--- src/rtl/corr_pkg.sv ---
// Shared configuration and types for the correlation window accumulator.
package corr_pkg;

  localparam int PIXEL_SIZE    = 8;
  localparam int LINE_SIZE     = 5;
  localparam int NUM_OF_LINES  = 5;
  localparam int NUM_TEMPLATES = 2;

  localparam int LSW = $clog2(LINE_SIZE) + 2 * PIXEL_SIZE;
  localparam int WSW = LSW + $clog2(NUM_OF_LINES);

  typedef enum logic {
    ACCUM = 1'b0,
    HOLD  = 1'b1
  } acc_state_t;

  typedef logic [LSW-1:0] line_sum_t;
  typedef logic [WSW-1:0] win_sum_t;

endpackage

--- src/rtl/corr_argmax.sv ---
// Combinational best-match selector over the per-template window totals.
// A tie resolves to the lowest index because only a strictly larger value replaces the leader.
module corr_argmax #(
  parameter int N  = corr_pkg::NUM_TEMPLATES,
  parameter int W  = corr_pkg::WSW,
  localparam int IW = (N > 1) ? $clog2(N) : 1
) (
  input  logic [N-1:0][W-1:0] vals,
  output logic [IW-1:0]       best_idx,
  output logic [W-1:0]        best_val
);

  // Scan the totals, keeping the first maximum seen.
  always_comb begin
    best_idx = '0;
    best_val = vals[0];
    for (int k = 1; k < N; k++) begin
      if (vals[k] > best_val) begin
        best_val = vals[k];
        best_idx = IW'(k);
      end else begin
        best_val = best_val;
        best_idx = best_idx;
      end
    end
  end

endmodule

--- src/rtl/corr_window_accumulator.sv ---
// Accumulates NUM_OF_LINES accepted line sums into registered window totals (valid/ready out).
// Optional macro CORR_BEST_MATCH_EN adds out_best_idx / out_best_val via corr_argmax.
module corr_window_accumulator #(
  parameter int PIXEL_SIZE    = corr_pkg::PIXEL_SIZE,
  parameter int LINE_SIZE     = corr_pkg::LINE_SIZE,
  parameter int NUM_OF_LINES  = corr_pkg::NUM_OF_LINES,
  parameter int NUM_TEMPLATES = corr_pkg::NUM_TEMPLATES,
  localparam int LSW = $clog2(LINE_SIZE) + 2 * PIXEL_SIZE,
  localparam int WSW = LSW + $clog2(NUM_OF_LINES)
`ifdef CORR_BEST_MATCH_EN
  ,
  localparam int IW = (NUM_TEMPLATES > 1) ? $clog2(NUM_TEMPLATES) : 1
`endif
) (
  input  logic                              CLK,
  input  logic                              RST_N,
  input  logic                              flush,
  input  logic                              in_valid,
  output logic                              in_ready,
  input  logic [LSW-1:0]                    in_sq_sum,
  input  logic [LSW-1:0]                    in_i_sum,
  input  logic [NUM_TEMPLATES-1:0][LSW-1:0] in_txi_sum,
  output logic                              out_valid,
  input  logic                              out_ready,
  output logic [WSW-1:0]                    out_sq_sum,
  output logic [WSW-1:0]                    out_i_sum,
  output logic [NUM_TEMPLATES-1:0][WSW-1:0] out_txi_sum,
  output logic [15:0]                       out_win_cnt
`ifdef CORR_BEST_MATCH_EN
  ,
  output logic [IW-1:0]                     out_best_idx,
  output logic [WSW-1:0]                    out_best_val
`endif
);

  import corr_pkg::*;

  localparam int CW = (NUM_OF_LINES > 1) ? $clog2(NUM_OF_LINES) : 1;
  localparam logic [CW-1:0] LAST_LINE = CW'(NUM_OF_LINES - 1);

  acc_state_t                        state_r;
  logic [CW-1:0]                     line_cnt_r;
  logic [WSW-1:0]                    acc_sq_r;
  logic [WSW-1:0]                    acc_i_r;
  logic [NUM_TEMPLATES-1:0][WSW-1:0] acc_txi_r;

  logic [WSW-1:0]                    sum_sq_s;
  logic [WSW-1:0]                    sum_i_s;
  logic [NUM_TEMPLATES-1:0][WSW-1:0] sum_txi_s;

  // Running total including the line on the inputs; WSW covers a full window so no wrap is possible.
  always_comb begin
    sum_sq_s = acc_sq_r + WSW'(in_sq_sum);
    sum_i_s  = acc_i_r + WSW'(in_i_sum);
    for (int k = 0; k < NUM_TEMPLATES; k++) begin
      sum_txi_s[k] = acc_txi_r[k] + WSW'(in_txi_sum[k]);
    end
  end

  // Ready is held off while a finished window waits, except in the cycle it is taken.
  always_comb begin
    in_ready = 1'b1;
    case (state_r)
      ACCUM:   in_ready = 1'b1;
      HOLD:    in_ready = out_ready;
      default: in_ready = 1'b1;
    endcase
  end

  // Window FSM, accumulators and registered outputs.
  always_ff @(posedge CLK) begin
    if (!RST_N) begin
      state_r     <= ACCUM;
      line_cnt_r  <= '0;
      acc_sq_r    <= '0;
      acc_i_r     <= '0;
      acc_txi_r   <= '0;
      out_valid   <= 1'b0;
      out_sq_sum  <= '0;
      out_i_sum   <= '0;
      out_txi_sum <= '0;
      out_win_cnt <= 16'd0;
    end else if (flush) begin
      state_r    <= ACCUM;
      line_cnt_r <= '0;
      acc_sq_r   <= '0;
      acc_i_r    <= '0;
      acc_txi_r  <= '0;
      out_valid  <= 1'b0;
    end else begin
      case (state_r)
        ACCUM: begin
          if (in_valid) begin
            if (line_cnt_r == LAST_LINE) begin
              out_sq_sum  <= sum_sq_s;
              out_i_sum   <= sum_i_s;
              out_txi_sum <= sum_txi_s;
              out_valid   <= 1'b1;
              acc_sq_r    <= '0;
              acc_i_r     <= '0;
              acc_txi_r   <= '0;
              line_cnt_r  <= '0;
              state_r     <= HOLD;
            end else begin
              acc_sq_r   <= sum_sq_s;
              acc_i_r    <= sum_i_s;
              acc_txi_r  <= sum_txi_s;
              line_cnt_r <= line_cnt_r + CW'(1);
            end
          end else begin
            state_r <= ACCUM;
          end
        end
        HOLD: begin
          if (out_ready) begin
            out_win_cnt <= out_win_cnt + 16'd1;
            if (in_valid && (NUM_OF_LINES == 1)) begin
              // Single-line windows complete immediately, so the outputs reload in place.
              out_sq_sum  <= WSW'(in_sq_sum);
              out_i_sum   <= WSW'(in_i_sum);
              for (int k = 0; k < NUM_TEMPLATES; k++) begin
                out_txi_sum[k] <= WSW'(in_txi_sum[k]);
              end
              out_valid <= 1'b1;
              state_r   <= HOLD;
            end else if (in_valid) begin
              acc_sq_r   <= WSW'(in_sq_sum);
              acc_i_r    <= WSW'(in_i_sum);
              for (int k = 0; k < NUM_TEMPLATES; k++) begin
                acc_txi_r[k] <= WSW'(in_txi_sum[k]);
              end
              line_cnt_r <= CW'(1);
              out_valid  <= 1'b0;
              state_r    <= ACCUM;
            end else begin
              out_valid <= 1'b0;
              state_r   <= ACCUM;
            end
          end else begin
            state_r <= HOLD;
          end
        end
        default: begin
          state_r    <= ACCUM;
          line_cnt_r <= '0;
          out_valid  <= 1'b0;
        end
      endcase
    end
  end

`ifdef CORR_BEST_MATCH_EN
  corr_argmax #(
    .N (NUM_TEMPLATES),
    .W (WSW)
  ) u_argmax (
    .vals     (out_txi_sum),
    .best_idx (out_best_idx),
    .best_val (out_best_val)
  );
`endif

endmodule

--- config.mk ---
export PLATFORM = sky130hd
export DESIGN_NAME = corr_window_accumulator
export DESIGN_NICKNAME = d
export VERILOG_FILES = /design/src/rtl/corr_pkg.sv /design/src/rtl/corr_argmax.sv /design/src/rtl/corr_window_accumulator.sv
export SDC_FILE = /design/constraint.sdc
export NUM_CORES = 1
export LEC_CHECK = 0
export ABC_AREA = 0
export CAP_MARGIN = 20
export CORE_MARGIN = 3
export CORE_UTILIZATION = 54
export DETAILED_ROUTE_END_ITERATION = 6
export MAX_ROUTING_LAYER = met4
export PLACE_DENSITY = 0.86
export SETUP_SLACK_MARGIN = 0.05
export SLEW_MARGIN = 20
export SYNTH_ARGS = -nofsm -noshare
export SYNTH_HDL_FRONTEND = slang
export SYNTH_SLANG_ARGS = --single-unit
--- constraint.sdc ---
create_clock -name CLK -period 3.31 [get_ports CLK]
set_clock_uncertainty 0.05 [all_clocks]
set_input_delay 0.8275 -clock CLK [delete_from_list [all_inputs] [get_ports CLK]]
set_output_delay 0.8275 -clock CLK [all_outputs]
set_load 0.005 [all_outputs]
* Word level (Yosys, flattened, before mapping) *
Index checks and enable logic that the tools add are counted.
Widths: inputs -> output; s select.

word-level totals
  register bits after elaboration = 197
  bits of input ports = 81

operators by class
  add/subtract/negate cells = 6
  equal/unequal tests = 5
  mux-type cells = 29
  bitwise operators = 3
  reductions and logical operators = 5

operators by type and width
  kind                   count
  $mux 22                8
  $mux 44                4
  $add 22x19->22         4
  $pmux 22 s2            2
  $pmux 44 s2            1
  $add 16x1->16 const B  1
  $mux 3                 4
  $reduce_and 3->1       3
  $ne 2x2->1 const B     4
  $mux 1                 6
  $pmux 1 s2             3
  $pmux 3 s2             1
  $reduce_and 4->1       1
  $add 3x1->3 const B    1
  $eq 3x3->1 const B     1
  $not 1->1              3
  $reduce_or 2->1        1

* Logic depth before layout (Yosys ltp) *
Gate-level depths: netlist of run 1.

  depth after elaboration = 4
  depth in mapped cells = 11
  gate-level depth less buffers = 11

* Least setup slack after synthesis of run 1 *
Ideal clock, no wire load.

  path type = input to register
  start point = in in_txi_sum[0] (netlist name)
  end point = reg acc_txi_r[16] (netlist name)
  data arrival time = 2.910 ns
  required time = 3.173 ns
  slack = 0.263 ns
  stages on the path = 11
  cell sequence = ha_1 > inv_1 > fa_1 > nand2b_1 > a21oi_2 > o2111ai_2 > a32oi_2 > a21oi_1 > xor2_1 > o31a_1 > o31ai_1

between the ends
  cells in the longest elaborated chain, start to end = 4

RTL lines
  item                             line                            source
  from (decl)                      corr_window_accumulator.sv:22   input logic [NUM_TEMPLATES-1:0][LSW-1:0] in_txi_sum,
  $add 22x19->22                   corr_window_accumulator.sv:56   sum_txi_s[k] = acc_txi_r[k] + WSW'(in_txi_sum[k]);
  $mux 44                          corr_window_accumulator.sv:94   if (line_cnt_r == LAST_LINE) begin
  $mux 44                          corr_window_accumulator.sv:93   if (in_valid) begin
  $pmux 44 s2                      corr_window_accumulator.sv:91   case (state_r)
  to (signal assigned)             corr_window_accumulator.sv:107  acc_txi_r <= sum_txi_s;
  to (signal, indexed assignment)  corr_window_accumulator.sv:130  acc_txi_r[k] <= WSW'(in_txi_sum[k]);
  to (decl)                        corr_window_accumulator.sv:45   logic [NUM_TEMPLATES-1:0][WSW-1:0] acc_txi_r;

No other way between the ends. The select of a mux whose other input is x is not followed.
A chain may end at the register's enable or synchronous reset.

* Worst setup path in the final report of run 1 *
  start point = in in_sq_sum[0]
  end point = reg acc_sq_r[14]

between the ends
  cells in the longest elaborated chain, start to end = 4

RTL lines
  item                  line                            source
  from (decl)           corr_window_accumulator.sv:20   input logic [LSW-1:0] in_sq_sum,
  $add 22x19->22        corr_window_accumulator.sv:53   sum_sq_s = acc_sq_r + WSW'(in_sq_sum);
  $mux 22               corr_window_accumulator.sv:94
  $mux 22               corr_window_accumulator.sv:93
  $pmux 22 s2           corr_window_accumulator.sv:91
  to (signal assigned)  corr_window_accumulator.sv:105  acc_sq_r <= sum_sq_s;
  to (signal assigned)  corr_window_accumulator.sv:127  acc_sq_r <= WSW'(in_sq_sum);
  to (decl)             corr_window_accumulator.sv:43   logic [WSW-1:0] acc_sq_r;

No other way between the ends. The select of a mux whose other input is x is not followed.

==> qor.txt, run 1 <==
===============================================================================================
Run status                                                                         finished clean
Count of max-cap constraint violations                                                        0
Site row count                                                                               52
Worst path required time                                                                3580 ps
Category of the critical setup timing path                                         input port to flop
Critical path destination                                                          acc_sq_r[14]
Areal power density over the cells                                                 375.7 nW/um2
Area of the multi-input gates                                                          7232 um2
Psw                                                                                    1.592 mW
H-Tree Depth                                                                                  4
Clk_lat worst skew                                                                       430 ps
Post-synth top area share                                                                34.38%
Average cell area after synthesis                                                     7.993 um2
Fraction of final layout cells with drive strength greater than 1                        11.98%
Avg WL per Cell                                                                        17.52 um
Parity-gate share of the synthesized area counting xor and xnor cells                    6.109%
Cell-internal power                                                                    4.054 mW
Number of max-slew violations in the final report                                             0
Number of DRC violations after detailed-routing iteration 0                                 632
Final hold violations                                                                         0
Final setup violating endpoints                                                               0
Half-perimeter wire length after detailed placement                                    24.76 mm
Die width                                                                              151.7 um
Clock input transition at the sequential cells of the worst setup and hold paths          70 ps
Synthesized area                                                                     11,470 um2
CP Launch Type                                                                       input port
Share of synthesized registers carrying an async set or reset                                0%
Post-Syn Instances                                                                        1,435
Proportion of power drawn by combinational gates                                          20.7%
Total clock buffers created by CTS                                                           17
Share of the cycle needed by the critical path after routing                             96.37%
Mux share of post-synthesis cell area                                                   0.2618%
GRT Overall Usage                                                                        30.12%
Portion of total power attributed to sequential cells                                     43.5%
Fin crit period                                                                         3190 ps
Area growth from synthesis to layout                                                     31.02%
Slew at the pin closest to its max-slew limit                                          821.4 ps
FF-to-FF Start                                                                     acc_txi_r[5]
Cell Area, Placed                                                                    14,340 um2
Overall via count from detail_route                                                      11,760
Congestion Overflow GR                                                                        0
Maximum vdd ir drop                                                                    337.3 uV
Antenna fix cells                                                                             0
Worst-case register-to-register setup slack                                              660 ps
Hold-fix buffers, CTS                                                                         0
Min-delay worst type                                                               flop to flop
Synthesized-area fraction occupied by and/or/nand/nor cells                              18.39%
TritonCTS Sinks                                                                             197
Data arrival time of the worst path                                                     3460 ps
Yosys warning count                                                                           0
Final RePlAce weighted congestion                                                        0.9338
Worst slew margin relative to its limit                                                  45.24%
Finished Core Util                                                                       73.10%
Worst slack at placement                                                              -492.4 ps
Number of optimization iterations in the first detailed-route pass                            5
Total die area                                                                       23,030 um2
Final net count                                                                           1,846
Critical Path Fanout Max                                                                      3
Unrepaired setup endpoints after global routing                                            true
FF-to-FF path depth                                                                          11
Worst hold slack                                                                       403.6 ps
Std-Cell Core Area                                                                   20,560 um2
Compound-Gate Fraction of Synth Area                                                     27.78%
Maximum clock frequency                                                               313.5 MHz
Number of fill cells                                                                      1,625
Clock network power share                                                                 35.8%
Cell types with the largest area share after synthesis                             dfxtp_1 34%, ha_1 8.6%, a21oi_1 6.2%
Nets in the synthesized netlist                                                           1,599
CTS tree                                                                                   done
Part of the Yosys area used for sequential elements                                      34.38%
Switch share                                                                             28.20%
Remaining antenna violation count after routing                                               0
Total negative setup slack                                                                 0 ps
Prevailing post-synth register cell                                                     dfxtp_1
Seq cells post-synth                                                                        197
Reg-to-Reg End                                                                     acc_txi_r[20]
Number of enable flip-flop cells after synthesis                                              0
Setup crit start                                                                   in_sq_sum[0]
Final Cell Area                                                                      15,030 um2
Largest area contributor in the synthesized netlist                                     dfxtp_1
Leakage power of the design                                                            6.049 nW
Largest buffer count on any clock path                                                        2
Combinational family with the most area after synthesis                            compound AO/OA/AOI/OAI gates
Antenna violations before repair                                                              0
Adder and majority gate portion of the synthesized area                                  9.316%
DRC violations left                                                                           0
Die H                                                                                  151.7 um
Endpoint type of the worst setup path                                                      flop
Via count of the first global-routing pass                                               11,420
Ratio of routed vias to standard cells                                                    5.988
Distinct cell type count of the synthesized netlist                                          78
Effective utilization at floorplan                                                       55.79%
PnR worst setup slack                                                                  120.3 ps
Number of port buffers                                                                      186
I/O Pins                                                                                    187
Sequential cell area                                                                   3945 um2
Largest net degree at the start of global routing                                            57
Sum of routed wire length over all layers                                              34.41 mm
Clock tree root driver cell                                                           clkbuf_16
Wire length of the first global-routing pass                                           55.09 mm
===============================================================================================
## cell usage in the layout (no fill, tap or decap), types with 12 or more instances in the layout
cell / instances
dfxtp_1: 196
nand2_1: 187
clkdlybuf4s50_1: 186
nor2_1: 151
a21oi_1: 141
buf_4: 117
o21ai_0: 89
ha_1: 78
a221oi_1: 57
nor3_1: 50
xnor2_1: 41
xor2_1: 39
inv_1: 34
a21o_1: 33
a211oi_1: 27
nand3_1: 23
clkbuf_16: 17
o21a_1: 12
a31oi_1: 12
## worst min-delay path by stage
stage | start | endpoint | slack [ps] | cells past startpoint
finish | out_sq_sum[11] | out_sq_sum[11] | 400 | 2
global route | out_txi_sum[41] | out_txi_sum[41] | 420 | 2
CTS | out_txi_sum[41] | out_txi_sum[41] | 400 | 2
detailed placement | out_txi_sum[41] | out_txi_sum[41] | 390 | 2
global placement | out_txi_sum[3] | out_txi_sum[3] | 390 | 2
floorplan | acc_txi_r[16] | acc_txi_r[16] | 380 | 2
## registers in the layout, summed over array words and instances (netlist names)
name / flops
acc_i_r: 22
acc_sq_r: 22
acc_txi_r: 44
line_cnt_r: 3
out_i_sum: 22
out_sq_sum: 22
out_txi_sum: 44
out_valid: 1
out_win_cnt: 16
state_r: 1
## critical path, stage by stage
cell and delay [ps]:
clkdlybuf4s50_1 420, ha_1 220, inv_1 70, fa_2 220, nor2b_2 50, o31a_1 360, o41ai_4 250, a311oi_1 140
buf_4 170, a211o_1 270, xor2_1 170, a221oi_2 240, nor2_1 60
## Yosys cell counts, drive strengths merged (3+ instances only)
cell type / number
clkbuf: 68
nor2: 155
o21a: 12
o21bai: 7
dfxtp: 197
a21oi: 144
o31a: 6
inv: 34
o22ai: 3
a211o: 6
a21o: 34
nand2: 188
o211ai: 11
nor3: 50
buf: 11
a221oi: 61
nand2b: 13
and2: 7
o21ai: 96
o31ai: 9
nor4: 4
fa: 4
o211a: 3
nand4: 8
mux2i: 3
xor2: 39
a211oi: 30
or3: 10
a31o: 3
nor2b: 10
nand3: 23
a31oi: 13
o41ai: 4
a21boi: 5
and3: 11
ha: 79
xnor2: 41
## per-stage QoR
stage,power [mW],cells
after CTS,5.632,1964
after global placement,3.602,1931
final,5.645,1964
after floorplan,3.208,1435
after detailed placement,3.631,1931
after global routing,5.884,1964
## cells by family (layout without fill, tap and decap cells)
| group | count (synthesis) | in the layout |
|---|---|---|
| AOI/OAI and AO/OA | 471 | 471 |
| DFF | 197 | 197 |
| muxes | 3 | 3 |
| and+or+nand+nor | 487 | 487 |
| xor gates and xnor gates | 80 | 80 |
| adders and majority gates | 83 | 83 |
| buffers and inverters | 114 | 373 |
## routing by layer
metal	wire length [um]	share of wire [%]	vias to the layer above	track usage (%)
met5	0	0	-	-
met3	2705	7.9	60	5.027
li1	-	-	5684	-
met1	14720	43	5566	38.31
met4	761	2.2	0	10.11
met2	16220	47	450	48.96
## power by group through the flow
stage | logic, mW | clock network (mW) | registers, mW
floorplan | 0.707 | 0 | 2.50
global placement | 1.10 | 0 | 2.51
detailed placement | 1.12 | 0 | 2.51
CTS | 1.14 | 2.04 | 2.45
global route | 1.28 | 2.14 | 2.46
finish | 1.17 | 2.02 | 2.46
## layout make-up
class,count,area share (%)
Timing Repair Buffer,307,18.77
Sequential cell,197,26.25
Inverter,35,0.8742
Clock inverter,10,0.6744
Clock buffer,21,3.064
Tap cell,270,2.248
Multi-Input combinational cell,1124,48.12
## what timing repair did
action	in CTS	in global routing
pin swaps	5	11
setup endpoints to repair	4	33
setup buffers	2	0
gates resized for setup	3	23
Note: power is estimated with default switching activity, not from simulation.
==> run 2: changes to the inputs <==
--- a/config.mk
+++ b/config.mk
@@ -12,7 +12,8 @@
 export DETAILED_ROUTE_END_ITERATION = 6
 export MAX_ROUTING_LAYER = met4
 export PLACE_DENSITY = 0.86
-export SETUP_SLACK_MARGIN = 0.05
+export REMOVE_ABC_BUFFERS = 1
+export SETUP_SLACK_MARGIN = 0.5
 export SLEW_MARGIN = 20
 export SYNTH_ARGS = -nofsm -noshare
 export SYNTH_HDL_FRONTEND = slang
==> qor.txt, run 2 (same netlist as run 1, synthesis figures left out) <==
===============================================================================================
Run status                                                                         finished clean
Clock input transition at the sequential cells of the worst setup and hold paths          70 ps   about the same
Data arrival time of the worst path                                                     3160 ps   -300 ps
Fraction of final layout cells with drive strength greater than 1                        20.42%   +8.4 points
Final net count                                                                           1,870   +1.3%
Die width                                                                              151.7 um   unchanged
Site row count                                                                               52   unchanged
Fin crit period                                                                         2896 ps   -293.8 ps
Sequential cell area                                                                   3945 um2   unchanged
Congestion Overflow GR                                                                        0   unchanged
Final RePlAce weighted congestion                                                        0.9199   -1.5%
Antenna violations before repair                                                              1   +1
Largest net degree at the start of global routing                                            64   +12%
Remaining antenna violation count after routing                                               0   unchanged
Clk_lat worst skew                                                                       440 ps   about the same
Half-perimeter wire length after detailed placement                                    24.16 mm   -2.4%
Area growth from synthesis to layout                                                     40.90%
Area of the multi-input gates                                                          8163 um2   +13%
Maximum vdd ir drop                                                                    363.8 uV   +7.8%
Total power of the final layout                                                        6.059 mW   +7.3%
Areal power density over the cells                                                 374.9 nW/um2   -0.19%
Total die area                                                                       23,030 um2   unchanged
TritonCTS Sinks                                                                             197   unchanged
Final hold violations                                                                         0   unchanged
Number of max-slew violations in the final report                                             0   unchanged
Number of port buffers                                                                      186   unchanged
Critical Path Fanout Max                                                                      4   +1
Total negative setup slack                                                                 0 ps   unchanged
Number of cells in the design after placement                                             1,929   -0.10%
Endpoint type of the worst setup path                                                      flop
Overall via count from detail_route                                                      12,560   +6.8%
Avg WL per Cell                                                                        19.94 um   +14%
Die H                                                                                  151.7 um   unchanged
Share of the cycle needed by the critical path after routing                             87.49%   -8.9 points
CTS tree                                                                                   done
Via count of the first global-routing pass                                               12,240   +7.2%
Number of fill cells                                                                      1,328   -18%
DRC violations left                                                                           0   unchanged
Highest-count cells in the layout ignoring fill and taps                           196 x dfxtp_1, 186 x nand2_1, 148 x clkdlybuf4s50_1
Biggest regs                                                                       acc_txi_r: 44 flops, out_txi_sum: 44 flops
Worst path required time                                                                3580 ps   about the same
Number of optimization iterations in the first detailed-route pass                            6   +1
Number of DRC violations after detailed-routing iteration 0                               1,037   +64%
Leakage power of the design                                                            6.424 nW   +6.2%
Finished Core Util                                                                       78.60%   +5.5 points
Most common cell after layout, fill and taps aside                                      dfxtp_1
Std-Cell Core Area                                                                   20,560 um2   unchanged
Wire length of the first global-routing pass                                           59.24 mm   +7.5%
Sum of routed wire length over all layers                                              39.67 mm   +15%
Category of the critical setup timing path                                         input port to flop
Unrepaired setup endpoints after global routing                                            true
Ratio of routed vias to standard cells                                                    6.311   +5.4%
Largest buffer count on any clock path                                                        2   unchanged
Final setup violating endpoints                                                               0   unchanged
CP Launch Type                                                                       input port
Maximum clock frequency                                                               345.3 MHz   +10%
Slew at the pin closest to its max-slew limit                                          757.6 ps   -63.82 ps
Worst slew margin relative to its limit                                                  49.50%   +4.3 points
GRT Overall Usage                                                                        32.43%   +2.3 points
Final instance count without filler cells                                                 1,990   +1.3%
Min-delay worst type                                                               flop to flop
I/O Pins                                                                                    187   unchanged
Count of max-cap constraint violations                                                        0   unchanged
Clock tree root driver cell                                                           clkbuf_16
Total clock buffers created by CTS                                                           17   unchanged
Effective utilization at floorplan                                                       55.79%   unchanged
Hold-fix buffers, CTS                                                                         0   unchanged
Worst hold slack                                                                       403.9 ps   +0.3660 ps
H-Tree Depth                                                                                  4   unchanged
===============================================================================================
run 2: cell types whose count changed in the layout (fill, tap and decap cells not counted), sizes merged:
cell           delta
buf              +27
bufinv            +2
clkbuf            +4
clkdlybuf4s15     +3
clkdlybuf4s50    -38
clkinv            -2
diode             +1
dlygate4sd2      +16
dlymetal6s2s     +12
inv               +1
run 2: power breakdown:
part / internal [mW] / switching (mW)
clock: 1.24 / 0.965
sequential: 2.42 / 0.0465
combinational: 0.652 / 0.739
run 2: worst max-delay path, cell delays in order:
cell and delay, ps:
clkdlybuf4s50_1 450, ha_1 400, nand2_1 110, nor2_1 50
a211oi_1 260, o21ai_1 110, buf_4 180, a221oi_4 270
xnor2_1 150, a221oi_2 270, nor2_1 90
run 2: through the flow:
| step | instance area, um2 | setup WS, ps |
|---|---|---|
| 3_5_place_dp | 14300 | -595.1 |
| 5_1_grt | 16160 | 312.1 |
| 2_1_floorplan | 11170 | -1945 |
| 4_1_cts | 15610 | 497.2 |
| 3_3_place_gp | 14300 | -450.7 |
| 6_report | 16160 | 414.1 |
run 2: layer usage:
| metal | up-vias | wire [um] | global-route usage (%) |
|---|---|---|---|
| li1 | 5737 | - | - |
| met1 | 6040 | 15450 | 37.71 |
| met2 | 651 | 19720 | 55.51 |
| met3 | 131 | 3216 | 5.979 |
| met4 | 0 | 1287 | 12.98 |
| met5 | - | 0 | - |
run 2: worst paths after layout:
| check | from | endpoint | slack, ps | cells after the start |
|---|---|---|---|---|
| worst max register to register | acc_txi_r[0] | out_txi_sum[20] | 650 | 10 |
| worst max-delay path | in_txi_sum[30] | acc_txi_r[38] | 410 | 11 |
| worst min register to register | out_i_sum[8] | out_i_sum[8] | 400 | 2 |
| worst min-delay path | out_i_sum[8] | out_i_sum[8] | 400 | 2 |
run 2: layout make-up:
cell class	count	area share (%)
Multi-Input combinational cell	1124	50.51
Sequential cell	197	24.41
Timing Repair Buffer	331	18.39
Clock buffer	21	2.849
Tap cell	270	2.090
Clock inverter	11	0.9213
Inverter	35	0.8129
Antenna cell	1	0.01548
run 2: repair_timing:
action	CTS	global route
endpoints found under the hold margin	0	0
pin swaps	76	70
buffers inserted	20	8
setup endpoints to repair	95	74
resized for setup	140	110
gates cloned	0	0
==> run 3: changes to the inputs <==
--- a/config.mk
+++ b/config.mk
@@ -7,7 +7,7 @@
 export LEC_CHECK = 0
 export ABC_AREA = 0
 export CAP_MARGIN = 20
-export CORE_MARGIN = 3
+export CORE_MARGIN = 4
 export CORE_UTILIZATION = 54
 export DETAILED_ROUTE_END_ITERATION = 6
 export MAX_ROUTING_LAYER = met4
==> qor.txt, run 3 (same netlist as run 1, synthesis figures left out) <==
===============================================================================================
Run status                                                                         finished clean
Areal power density over the cells                                                 365.5 nW/um2   -2.5%
Clock tree root driver cell                                                           clkbuf_16
Data arrival time of the worst path                                                     3140 ps   -20 ps
Avg WL per Cell                                                                        19.37 um   -2.9%
Area growth from synthesis to layout                                                     40.89%   about the same
Die width                                                                              153.7 um   +1.3%
Clk_lat worst skew                                                                       450 ps   about the same
Die H                                                                                  153.7 um   +1.3%
Half-perimeter wire length after detailed placement                                    23.60 mm   -2.3%
Fin crit period                                                                         2818 ps   -77.94 ps
Final instance count without filler cells                                                 1,999   +0.45%
Sum of routed wire length over all layers                                              38.71 mm   -2.4%
Std-Cell Core Area                                                                   20,960 um2   +1.9%
CTS tree                                                                                   done
Effective utilization at floorplan                                                       54.73%   -1.1 points
Via count of the first global-routing pass                                               12,130   -0.86%
Largest buffer count on any clock path                                                        2   unchanged
GRT Overall Usage                                                                        30.36%   -2.1 points
Number of DRC violations after detailed-routing iteration 0                                 914   -12%
Antenna violations before repair                                                              1   unchanged
Share of the cycle needed by the critical path after routing                             85.13%   -2.4 points
Global routing usage on met3                                                             5.516%   -0.46 points
Fraction of final layout cells with drive strength greater than 1                        20.66%   +0.24 points
Number of fill cells                                                                      1,363   +2.6%
Maximum clock frequency                                                               354.9 MHz   +2.8%
Met2 layer usage reported by global route                                                53.31%   -2.2 points
Ratio of routed vias to standard cells                                                    6.171   -2.2%
Leakage power of the design                                                            6.375 nW   -0.76%
Number of cells in the design after placement                                             1,928   -0.052%
Most common cell after layout, fill and taps aside                                      dfxtp_1
Worst hold slack                                                                       404.9 ps   +0.9230 ps
Remaining antenna violation count after routing                                               0   unchanged
Worst path required time                                                                3630 ps   +50 ps
Endpoint type of the worst setup path                                                      flop
Overall via count from detail_route                                                      12,340   -1.8%
Biggest regs                                                                       acc_txi_r: 44 flops, out_txi_sum: 44 flops
Count of max-cap constraint violations                                                        0   unchanged
Number of max-slew violations in the final report                                             0   unchanged
Slew at the pin closest to its max-slew limit                                          715.9 ps   -41.66 ps
Worst slew margin relative to its limit                                                  52.27%   +2.8 points
Largest net degree at the start of global routing                                            76   +19%
Number of port buffers                                                                      186   unchanged
Clock input transition at the sequential cells of the worst setup and hold paths          80 ps   about the same
Final net count                                                                           1,875   +0.27%
Final hold violations                                                                         0   unchanged
Highest-count cells in the layout ignoring fill and taps                           196 x dfxtp_1, 187 x nand2_1, 149 x clkdlybuf4s50_1
Final RePlAce weighted congestion                                                        0.9352   +1.7%
Final setup violating endpoints                                                               0   unchanged
Min-delay worst type                                                               flop to flop
Unrepaired setup endpoints after global routing                                            true
CP Launch Type                                                                       input port
Critical Path Fanout Max                                                                      4   unchanged
Total die area                                                                       23,640 um2   +2.7%
Total clock buffers created by CTS                                                           17   unchanged
Category of the critical setup timing path                                         input port to flop
H-Tree Depth                                                                                  4   unchanged
DRC violations left                                                                           0   unchanged
I/O Pins                                                                                    187   unchanged
Maximum vdd ir drop                                                                    368.2 uV   +1.2%
Congestion Overflow GR                                                                        0   unchanged
Global-route met1 utilization                                                            34.56%   -3.1 points
Finished Core Util                                                                       77.11%   -1.5 points
Wire length of the first global-routing pass                                           58.76 mm   -0.80%
GRT Max-Usage Layer                                                                        met2
TritonCTS Sinks                                                                             197   unchanged
Number of optimization iterations in the first detailed-route pass                            5   -1
Site row count                                                                               53   +1.9%
===============================================================================================
## run 3: critical path, stage by stage
cell,delay (ps)
dlygate4sd2_1,290
ha_4,310
o21ai_0,120
nor2_2,160
o31ai_2,90
buf_4,150
o31a_1,290
buf_4,160
o31ai_4,210
nand3_2,140
or3_1,320
o21ai_0,80
## run 3: final cells by class
type | count | area [um2] | share of cell area (%)
clock buffer | 20 | 456.7 | 2.826
tap | 275 | 344.1 | 2.129
timing repair buffer | 336 | 3023 | 18.71
inverter | 35 | 131.4 | 0.8130
multi-input combinational | 1124 | 8155 | 50.47
sequential | 197 | 3945 | 24.41
clock inverter | 11 | 101.3 | 0.6272
antenna | 1 | 2.502 | 0.01549
## run 3: power breakdown
part / switching [mW] / total [mW] / internal [mW] / leakage [nW]
clock: 0.973 / 2.05 / 1.08 / 0.276
combinational: 0.732 / 1.39 / 0.656 / 4.50
sequential: 0.0460 / 2.47 / 2.42 / 1.60
total: 1.75 / 5.91 / 4.16 / 6.38
## run 3: timing repair
item / CTS / global route
cloned: 0 / 0
hold buffers: 0 / 0
gates resized for setup: 123 / 130
endpoints found under the setup margin: 94 / 74
pin swaps: 75 / 68
buffers inserted: 23 / 16
## run 3: per-layer routing
layer / share of wire (%) / up-vias
met5: 0 / -
met4: 3.7 / 0
met3: 8.1 / 147
met2: 49 / 599
met1: 39 / 5849
li1: - / 5740
## run 3: final timing paths
path	slack [ps]	from	cells past startpoint	to
min	400	out_txi_sum[28]	2	out_txi_sum[28]
max reg2reg	600	acc_txi_r[0]	13	acc_txi_r[18]
max	490	in_txi_sum[22]	12	acc_txi_r[43]
min reg2reg	400	out_txi_sum[28]	2	out_txi_sum[28]
## run 3: per-stage QoR
step	setup TNS (ps)	total power, mW	area, um2	setup WS, ps
2_1_floorplan	-183400	3.197	11170	-1945
3_3_place_gp	-10140	3.591	14270	-439.0
3_5_place_dp	-13520	3.624	14270	-513.9
4_1_cts	0	5.727	15460	466.8
5_1_grt	0	6.100	16160	422.1
6_report	0	5.906	16160	492.1
